### config.mk
export PLATFORM = sky130hd
export DESIGN_NAME = puf_key_sequencer_flat
export DESIGN_NICKNAME = d
export VERILOG_FILES = /design/src/rtl/puf_key_sequencer_if.sv /design/src/rtl/puf_key_sequencer.sv /design/src/flat_wrapper.sv
export SDC_FILE = /design/constraint.sdc
export NUM_CORES = 1
export LEC_CHECK = 0
export CELL_PAD_IN_SITES_DETAIL_PLACEMENT = 2
export CELL_PAD_IN_SITES_GLOBAL_PLACEMENT = 2
export CORE_ASPECT_RATIO = 0.9
export CORE_UTILIZATION = 27
export DETAILED_ROUTE_END_ITERATION = 8
export GPL_ROUTABILITY_DRIVEN = 0
export PLACE_DENSITY_LB_ADDON = 0.1
export SYNTH_ARGS = -nofsm -noshare
export SYNTH_HDL_FRONTEND = slang
export SYNTH_SLANG_ARGS = --single-unit
export TNS_END_PERCENT = 30
### constraint.sdc
create_clock -name clk -period 2.6 [get_ports clk]
set_input_delay 0.78 -clock clk [delete_from_list [all_inputs] [get_ports clk]]
set_output_delay 0.78 -clock clk [all_outputs]
set_load 0.005 [all_outputs]
### src/rtl/puf_key_sequencer_if.sv
// rtl/puf_key_sequencer_if.sv - handshake bundle between the key sequencer and the RO-PUF stage
//
// Signals:
//   challenge    16  challenge word presented to the PUF
//   activation    4  ring-oscillator enable mask
//   generated     1  measurement request
//   puf_response 16  measured response word
//   puf_ready     1  response valid, held while generated is high
// Modports:
//   master - sequencer side (drives challenge/activation/generated)
//   slave  - PUF side (drives puf_response/puf_ready)
interface puf_key_sequencer_if;
    logic [15:0] challenge;
    logic [3:0]  activation;
    logic        generated;
    logic [15:0] puf_response;
    logic        puf_ready;

    modport master (
        output challenge,
        output activation,
        output generated,
        input  puf_response,
        input  puf_ready
    );

    modport slave (
        input  challenge,
        input  activation,
        input  generated,
        output puf_response,
        output puf_ready
    );
endinterface

### src/rtl/puf_key_sequencer.sv
// rtl/puf_key_sequencer.sv - challenge sequencer and response collector for the 16-bit RO-PUF
//
// Ports:
//   clk          in   system clock
//   rst_n        in   synchronous active-low reset
//   start        in   request a key (IDLE only)
//   seed_load    in   load seed into LFSR (IDLE only, wins over start)
//   seed         in   LFSR seed value (zero maps to LFSR_SEED)
//   puf          if   master side of the PUF handshake bundle
//   key          out  packed responses, response k at key[16k +: 16]
//   key_valid    out  key complete, held until next accepted start
//   busy         out  high outside IDLE/DONE
//   timeout_err  out  last request aborted, held until next accepted start
//   weak_cnt     out  number of all-zero responses in the current key
module puf_key_sequencer #(
    parameter int          NUM_RESP  = 4,
    parameter logic [15:0] TIMEOUT   = 16'd50000,
    parameter logic [15:0] LFSR_SEED = 16'hACE1
) (
    input  logic                     clk,
    input  logic                     rst_n,
    input  logic                     start,
    input  logic                     seed_load,
    input  logic [15:0]              seed,
    puf_key_sequencer_if.master      puf,
    output logic [16*NUM_RESP-1:0]   key,
    output logic                     key_valid,
    output logic                     busy,
    output logic                     timeout_err,
    output logic [3:0]               weak_cnt
);

    typedef enum logic [2:0] {
        ST_IDLE       = 3'd0,
        ST_SETUP      = 3'd1,
        ST_WAIT_READY = 3'd2,
        ST_RELEASE    = 3'd3,
        ST_DONE       = 3'd4
    } state_t;

    localparam logic [2:0] LAST_IDX = 3'(NUM_RESP - 1);

    state_t                  r_state;
    state_t                  w_state_nxt;
    logic [15:0]             r_lfsr;
    logic [15:0]             r_challenge;
    logic [3:0]              r_activation;
    logic                    r_generated;
    logic [16*NUM_RESP-1:0]  r_key;
    logic                    r_key_valid;
    logic                    r_busy;
    logic                    r_timeout_err;
    logic [3:0]              r_weak_cnt;
    logic [2:0]              r_idx;
    logic [15:0]             r_wait_cnt;

    logic [15:0]             w_lfsr_step;
    logic [6:0]              w_slot;
    logic                    w_to_hit;
    logic                    w_last;
    logic                    w_generated_nxt;
    logic                    w_busy_nxt;

    // Galois right-shift step; taps 16'hB400 keep the register out of the zero state.
    assign w_lfsr_step = r_lfsr[0] ? ({1'b0, r_lfsr[15:1]} ^ 16'hB400)
                                   : {1'b0, r_lfsr[15:1]};
    assign w_slot      = {r_idx, 4'b0000};
    // Counter started at 0 on entry, so the TIMEOUT-th cycle in the state is the last one.
    assign w_to_hit    = (r_wait_cnt == TIMEOUT - 16'd1);
    assign w_last      = (r_idx == LAST_IDX);

    // State register and datapath
    always_ff @(posedge clk) begin
        if (!rst_n) begin
            r_state       <= ST_IDLE;
            r_lfsr        <= LFSR_SEED;
            r_challenge   <= 16'h0000;
            r_activation  <= 4'b0011;
            r_generated   <= 1'b0;
            r_key         <= '0;
            r_key_valid   <= 1'b0;
            r_busy        <= 1'b0;
            r_timeout_err <= 1'b0;
            r_weak_cnt    <= 4'd0;
            r_idx         <= 3'd0;
            r_wait_cnt    <= 16'd0;
        end else begin
            r_state      <= w_state_nxt;
            r_activation <= 4'b0011;
            r_generated  <= w_generated_nxt;
            r_busy       <= w_busy_nxt;
            case (r_state)
                ST_IDLE: begin
                    if (seed_load) begin
                        r_lfsr <= (seed == 16'h0000) ? LFSR_SEED : seed;
                    end else if (start) begin
                        r_key         <= '0;
                        r_key_valid   <= 1'b0;
                        r_timeout_err <= 1'b0;
                        r_weak_cnt    <= 4'd0;
                        r_idx         <= 3'd0;
                    end
                end
                ST_SETUP: begin
                    r_challenge <= r_lfsr;
                    r_wait_cnt  <= 16'd0;
                end
                ST_WAIT_READY: begin
                    if (puf.puf_ready) begin
                        r_key[w_slot +: 16] <= puf.puf_response;
                        if (puf.puf_response == 16'h0000 && r_weak_cnt != 4'd15) begin
                            r_weak_cnt <= r_weak_cnt + 4'd1;
                        end
                        r_lfsr     <= w_lfsr_step;
                        r_wait_cnt <= 16'd0;
                    end else if (w_to_hit) begin
                        r_timeout_err <= 1'b1;
                    end else begin
                        r_wait_cnt <= r_wait_cnt + 16'd1;
                    end
                end
                ST_RELEASE: begin
                    if (!puf.puf_ready) begin
                        if (w_last) begin
                            r_key_valid <= 1'b1;
                        end else begin
                            r_idx <= r_idx + 3'd1;
                        end
                    end else if (w_to_hit) begin
                        r_timeout_err <= 1'b1;
                    end else begin
                        r_wait_cnt <= r_wait_cnt + 16'd1;
                    end
                end
                default: ;
            endcase
        end
    end

    // Next-state logic
    always_comb begin
        w_state_nxt = r_state;
        case (r_state)
            ST_IDLE: begin
                if (!seed_load && start) w_state_nxt = ST_SETUP;
            end
            ST_SETUP: w_state_nxt = ST_WAIT_READY;
            ST_WAIT_READY: begin
                if (puf.puf_ready)  w_state_nxt = ST_RELEASE;
                else if (w_to_hit)  w_state_nxt = ST_IDLE;
            end
            ST_RELEASE: begin
                if (!puf.puf_ready) w_state_nxt = w_last ? ST_DONE : ST_SETUP;
                else if (w_to_hit)  w_state_nxt = ST_IDLE;
            end
            ST_DONE:  w_state_nxt = ST_IDLE;
            default:  w_state_nxt = ST_IDLE;
        endcase
    end

    // Output decode from the next state so the registered outputs line up with the state they describe.
    always_comb begin
        w_generated_nxt = 1'b0;
        w_busy_nxt      = 1'b0;
        case (w_state_nxt)
            ST_SETUP:      w_busy_nxt = 1'b1;
            ST_WAIT_READY: begin
                w_busy_nxt      = 1'b1;
                w_generated_nxt = 1'b1;
            end
            ST_RELEASE:    w_busy_nxt = 1'b1;
            default: ;
        endcase
    end

    assign puf.challenge  = r_challenge;
    assign puf.activation = r_activation;
    assign puf.generated  = r_generated;
    assign key            = r_key;
    assign key_valid      = r_key_valid;
    assign busy           = r_busy;
    assign timeout_err    = r_timeout_err;
    assign weak_cnt       = r_weak_cnt;

endmodule

### src/flat_wrapper.sv
// flat-port wrapper written by rule: the top's interface ports become plain ports
module puf_key_sequencer_flat 
#(
    parameter int          NUM_RESP  = 4,
    parameter logic [15:0] TIMEOUT   = 16'd50000,
    parameter logic [15:0] LFSR_SEED = 16'hACE1
)
  (clk, rst_n, start, seed_load, seed, key, key_valid, busy, timeout_err, weak_cnt, puf_challenge, puf_activation, puf_generated, puf_puf_response, puf_puf_ready);
  puf_key_sequencer_if puf_i ();
  input  logic clk;
  input  logic rst_n;
  input  logic start;
  input  logic seed_load;
  input  logic [15:0] seed;
  output logic [16*NUM_RESP-1:0] key;
  output logic key_valid;
  output logic busy;
  output logic timeout_err;
  output logic [3:0] weak_cnt;
  output wire logic [$bits(puf_i.challenge)-1:0] puf_challenge;
  output wire logic [$bits(puf_i.activation)-1:0] puf_activation;
  output wire logic [$bits(puf_i.generated)-1:0] puf_generated;
  input wire logic [$bits(puf_i.puf_response)-1:0] puf_puf_response;
  input wire logic [$bits(puf_i.puf_ready)-1:0] puf_puf_ready;
  assign puf_challenge = puf_i.challenge;
  assign puf_activation = puf_i.activation;
  assign puf_generated = puf_i.generated;
  assign puf_i.puf_response = puf_puf_response;
  assign puf_i.puf_ready = puf_puf_ready;
  puf_key_sequencer #(.NUM_RESP(NUM_RESP), .TIMEOUT(TIMEOUT), .LFSR_SEED(LFSR_SEED)) u_core (.clk(clk), .rst_n(rst_n), .start(start), .seed_load(seed_load), .seed(seed), .puf(puf_i), .key(key), .key_valid(key_valid), .busy(busy), .timeout_err(timeout_err), .weak_cnt(weak_cnt));
endmodule
# Word-level counts from Yosys, hierarchy flattened
# Index checks and enable logic that the tools add are counted.
# totals
memories,0
mem_bits_rw,0
reg_bits,126
mem_bits_ro,0
latchBits,0
output_inout_bits,92
# op_classes
n_eq_ne,19
reduce_logical,18
addsub,4
multipliers,0
bitwise,1
shift,2
n_lt_le_gt_ge,0
muxes,41
n_div,0
# op_table
op,n
$mux 64,3
$pmux 64 s2,1
$mux 16,7
$bwmux 64,1
$shift 16x9->64 const A,1
$shiftx 16x9->64,1
$pmux 16 s3,1
$logic_not 16->1,2
$pmux 16 s2,1
$mux 3,9
$reduce_and 5->1,4
$add 16x1->16 const B,1
$eq 16x16->1 const B,1
$mux 4,4
$ne 2x2->1 const B,8
$eq 3x2->1 const B,5
$pmux 3 s4,1
$mux 1,9
$neg 7->9,1
$pmux 4 s2,1
$eq 3x1->1 const B,2
$pmux 3 s2,1
$reduce_bool 3->1,2
$add 4x1->4 const B,1
other kinds (14),17

# Depth between registers and ports, before layout
# depth
ltp_word,7
depth_mapped,9

# Worst setup path after synthesis
# Ideal clock, no wire load.
# synth_timing
kind,register -> register
from,register u_core.r_idx[0]
to,"register u_core.r_key[10], in the netlist u_core.key[10]"
stages_incl_launch_ff,10
path_slack_ns,-0.009
setup_time_ns,0.118
path_buffers,1
arrival_time_ns,2.491
cell_sequence,dfxtp_1 > inv_1 > ha_1 > ha_1 > or4b_2 > nor3_1 > o21ai_1 > buf_2 > a22oi_1 > nor2b_1
# synth_via
elab_chain_cells,5
word_cells_on_any_way,6
# synth_lines
item,line_no,text
"start, declared",puf_key_sequencer.sv:54,logic [2:0] r_idx;
"start signal, assigned",puf_key_sequencer.sv:127,r_idx <= r_idx + 3'd1;
$neg 7->9 (*),puf_key_sequencer.sv:110,r_key[w_slot +: 16] <= puf.puf_response;
$shiftx 16x9->64 or $shift 16x9->64 (tied branches),puf_key_sequencer.sv:110,
$bwmux 64 (*),puf_key_sequencer.sv:110,
$mux 64 (*),puf_key_sequencer.sv:109,if (puf.puf_ready) begin
$pmux 64 s2 (*),puf_key_sequencer.sv:92,case (r_state)
"end signal, assigned by index",puf_key_sequencer.sv:110,
"end, declared",puf_key_sequencer.sv:49,logic [16*NUM_RESP-1:0] r_key;
# Every way passes the cells marked *; elsewhere a longest branch is shown, timed or not. The select of a mux whose other input is x is not followed.
# A chain may end at the register's enable or synchronous reset.

# Worst setup path after layout
# layout_timing
from,register u_core.r_idx[0]
to,"register u_core.r_key[13], in the netlist u_core.key[13]"
# Same word-level chain as after synthesis.

==> flow_summary.json <==
{
  "status": "finished, violations left",
  "violations": "design-rule violations",
  "netlist_instances": 623,
  "min_path_type": "flop to flop",
  "ys_ff_latch": 126,
  "fin_util": 0.3978,
  "core_area_um2": 19930,
  "grt_pass1_wl_um": 32190,
  "finalSetupViolations": 0,
  "area_delta_synth_final_pct": 44.60,
  "rsz0062_at_grt": "false",
  "std_cell_rows": 49,
  "crit_path_end_kind": "flop",
  "dr_wl_met3_um": 763,
  "maxUsedRoutingLayer": "met4",
  "critical_path_arrival_ns": 2.73,
  "synth_edf_count": 0,
  "place_ws_ns": -0.2436,
  "synth_top_family_by_area": "simple AND/OR/NAND/NOR gates",
  "netlist_area_um2": 5482,
  "multi_input_area_um2": 2759,
  "yosys-top-cells-area": "dfxtp_1, nand2_1, a21boi_0, nand3_1, a22oi_1",
  "drv_slew": 0,
  "fin_skew_ns": 0.01234,
  "crit_required_ns": 2.91,
  "synthTopCellsByCount": "dfxtp_1, nand2_1, nand3_1, a21boi_0, nor2b_1",
  "routed_wl_um": 20240,
  "r2r-start": "u_core.r_idx[0]",
  "cts_made_buffers": 17,
  "nFillCells": 2148,
  "hold_path.startpoint": "u_core.puf.challenge[6]",
  "yosysTopAreaCell": "dfxtp_1",
  "startpoint_type": "flop",
  "m1WireLength_um": 9658,
  "dr_total_vias": 5223,
  "peakVddDrop_mv": 0.3548,
  "ios": 129,
  "die_h_um": 137.2,
  "antenna_found_initial": 0,
  "total_power_uw": 4779,
  "register_area_um2": 2524,
  "cts_root_buf": "clkbuf_16",
  "path_cells": "inv_1, ha_1, ha_1, or4b_2, nor3_2, o21ai_1, buf_12, a22oi_1, nor2b_1",
  "postRouteAntennaNets": 0,
  "htree_num_levels": 4,
  "drive_above_1_share": 0.1340,
  "startpoint": "u_core.r_idx[0]",
  "wl_per_cell_um": 19.35,
  "synth.mux.area_fraction": 0.01141,
  "grt_start_max_net_pins": 58,
  "yosysWarnings": 0,
  "slowest_stage": "or4b_2",
  "maxCapViolCount": 0,
  "hpwl_um": 14460,
  "ys_seq_area_frac": 0.4602,
  "initial_utilization": 0.2751,
  "synth_fa_ha_area_frac": 0.01826,
  "cts_tree": "yes",
  "clockBufferDepth": 2,
  "cts_sinks": 126,
  "port_buffers": 124,
  "first_pass_iters": 8,
  "stdcell_count": 1046,
  "clk_latency_ns": 0.42,
  "critPathMostFrequentCell": "ha_1",
  "vias_per_cell": 4.993,
  "post_cts_buffers": 0,
  "insertedDiodeCount": 0,
  "die_w_um": 152.2,
  "yosysMostFrequentCell": "dfxtp_1",
  "critPathKind": "flop to flop",
  "synth-compound-area-share": 0.1703,
  "hold_buffers": 0,
  "drc": 6,
  "cp_max_fo": 16,
  "max_freq_mhz": 413.1,
  "grt.overflow.total": 0,
  "cp_slowest_stage_delay_ns": 0.69,
  "grt_use_total": 0.1995,
  "period_minus_slack_ns": 2.421,
  "hold-worst-slack_ns": 0.4686,
  "final-hold-violation-count": 0,
  "die-area_um2": 20880,
  "first_iter_violations": 190,
  "p_leak_uw": 0.002751,
  "fin_ws_ns": 0.1793,
  "min_period_over_period": 0.9310,
  "dp_cells": 1015,
  "netlist.area_leader.share": 0.4602,
  "synthXorXnorAreaFrac": 0.02716,
  "synthDistinctLibCells": 55,
  "synth_area_per_cell_um2": 8.799,
  "ys.flop_type": "dfxtp_1",
  "routed-wl-met2_um": 9586,
  "powerDensity_nw_per_um2": 602.9,
  "fin_nets": 824,
  "async_flop_share": 0,
  "synthSimpleGateAreaFrac": 0.2716,
  "clkTransAtPathRegs_ns": 0.06,
  "grt_pass1_vias": 5718
}
-- state kept, by name (all words and copies together) (netlist names) --
register and count:
u_core.puf.generated 1, u_core.puf.challenge 16, u_core.r_state 3, u_core.r_wait_cnt 16
u_core.busy 1, u_core.timeout_err 1, u_core.weak_cnt 4, u_core.key_valid 1
u_core.r_lfsr 16, u_core.r_idx 3, u_core.key 64
-- metal layers --
metal | GRT usage | up-vias
met4 | 0.06689 | 0
met5 | 0 | -
met3 | 0.04278 | 19
li1 | - | 2503
met2 | 0.3349 | 88
met1 | 0.2554 | 2613
-- layout make-up --
cell class / count / area share
tap: 255 / 0.04025
timing repair buffer: 179 / 0.2238
sequential: 126 / 0.3184
multi-input combinational: 449 / 0.3481
inverter: 6 / 0.002841
clock inverter: 10 / 0.008524
clock buffer: 21 / 0.05809
-- worst max-delay path, delay by kind of cell (launching register included) --
family | cells | cell delay [ns]
buffers and inverters | 2 | 0.24
AO/OA/AOI/OAI | 2 | 0.29
flip-flops | 1 | 0.32
adder cells (fa/ha/maj) | 2 | 0.50
AND/OR/NAND/NOR | 3 | 0.95
-- cell families (layout without fill, tap and decap cells) --
family                   Yosys count  in the layout
AO/OA/AOI/OAI                    125            125
XOR/XNOR                          17             17
adder cells (fa/ha/maj)            8              8
buffers and inverters             50            216
flip-flops                       126            126
multiplexers                       6              6
other                              2              4
AND/OR/NAND/NOR                  289            289
-- worst paths after layout --
check                                 end  cells after the start  slack, ns
setup / recovery           u_core.key[13]                      9       0.18
hold / removal    u_core.puf.challenge[6]                      2       0.47
setup reg to reg           u_core.key[13]                      9       0.18
hold reg to reg   u_core.puf.challenge[6]                      2       0.47
-- cells in the final DEF, fill, tap and decap left out, drive strengths merged, types with 13 or more instances in the layout --
master / count
dfxtp: 126
clkdlybuf4s50: 123
nand2: 111
buf: 56
nand3: 52
a21boi: 50
nor2b: 36
a22oi: 33
nor2: 28
clkbuf: 21
nor4: 18
xnor2: 13
-- power by group --
| part | internal (uW) | switching [uW] | leakage (uW) | total, uW |
|---|---|---|---|---|
| sequential | 1990 | 48.9 | 0.00102 | 2030 |
| combinational | 275 | 305 | 0.00148 | 580 |
| clock | 1260 | 907 | 0.000251 | 2160 |
-- what timing repair did --
item	in CTS	in global routing
setup endpoints to repair	0	16
hold endpoints to repair	0	0
gates resized for setup	0	1
-- stage by stage --
step	area [um^2]	setup TNS (ns)
floorplan	5490	0
global placement	7393	-1.457
detailed placement	7393	-1.979
CTS	7921	0
global route	7926	0
finish	7926	0
(Power assumes the default switching activity.)
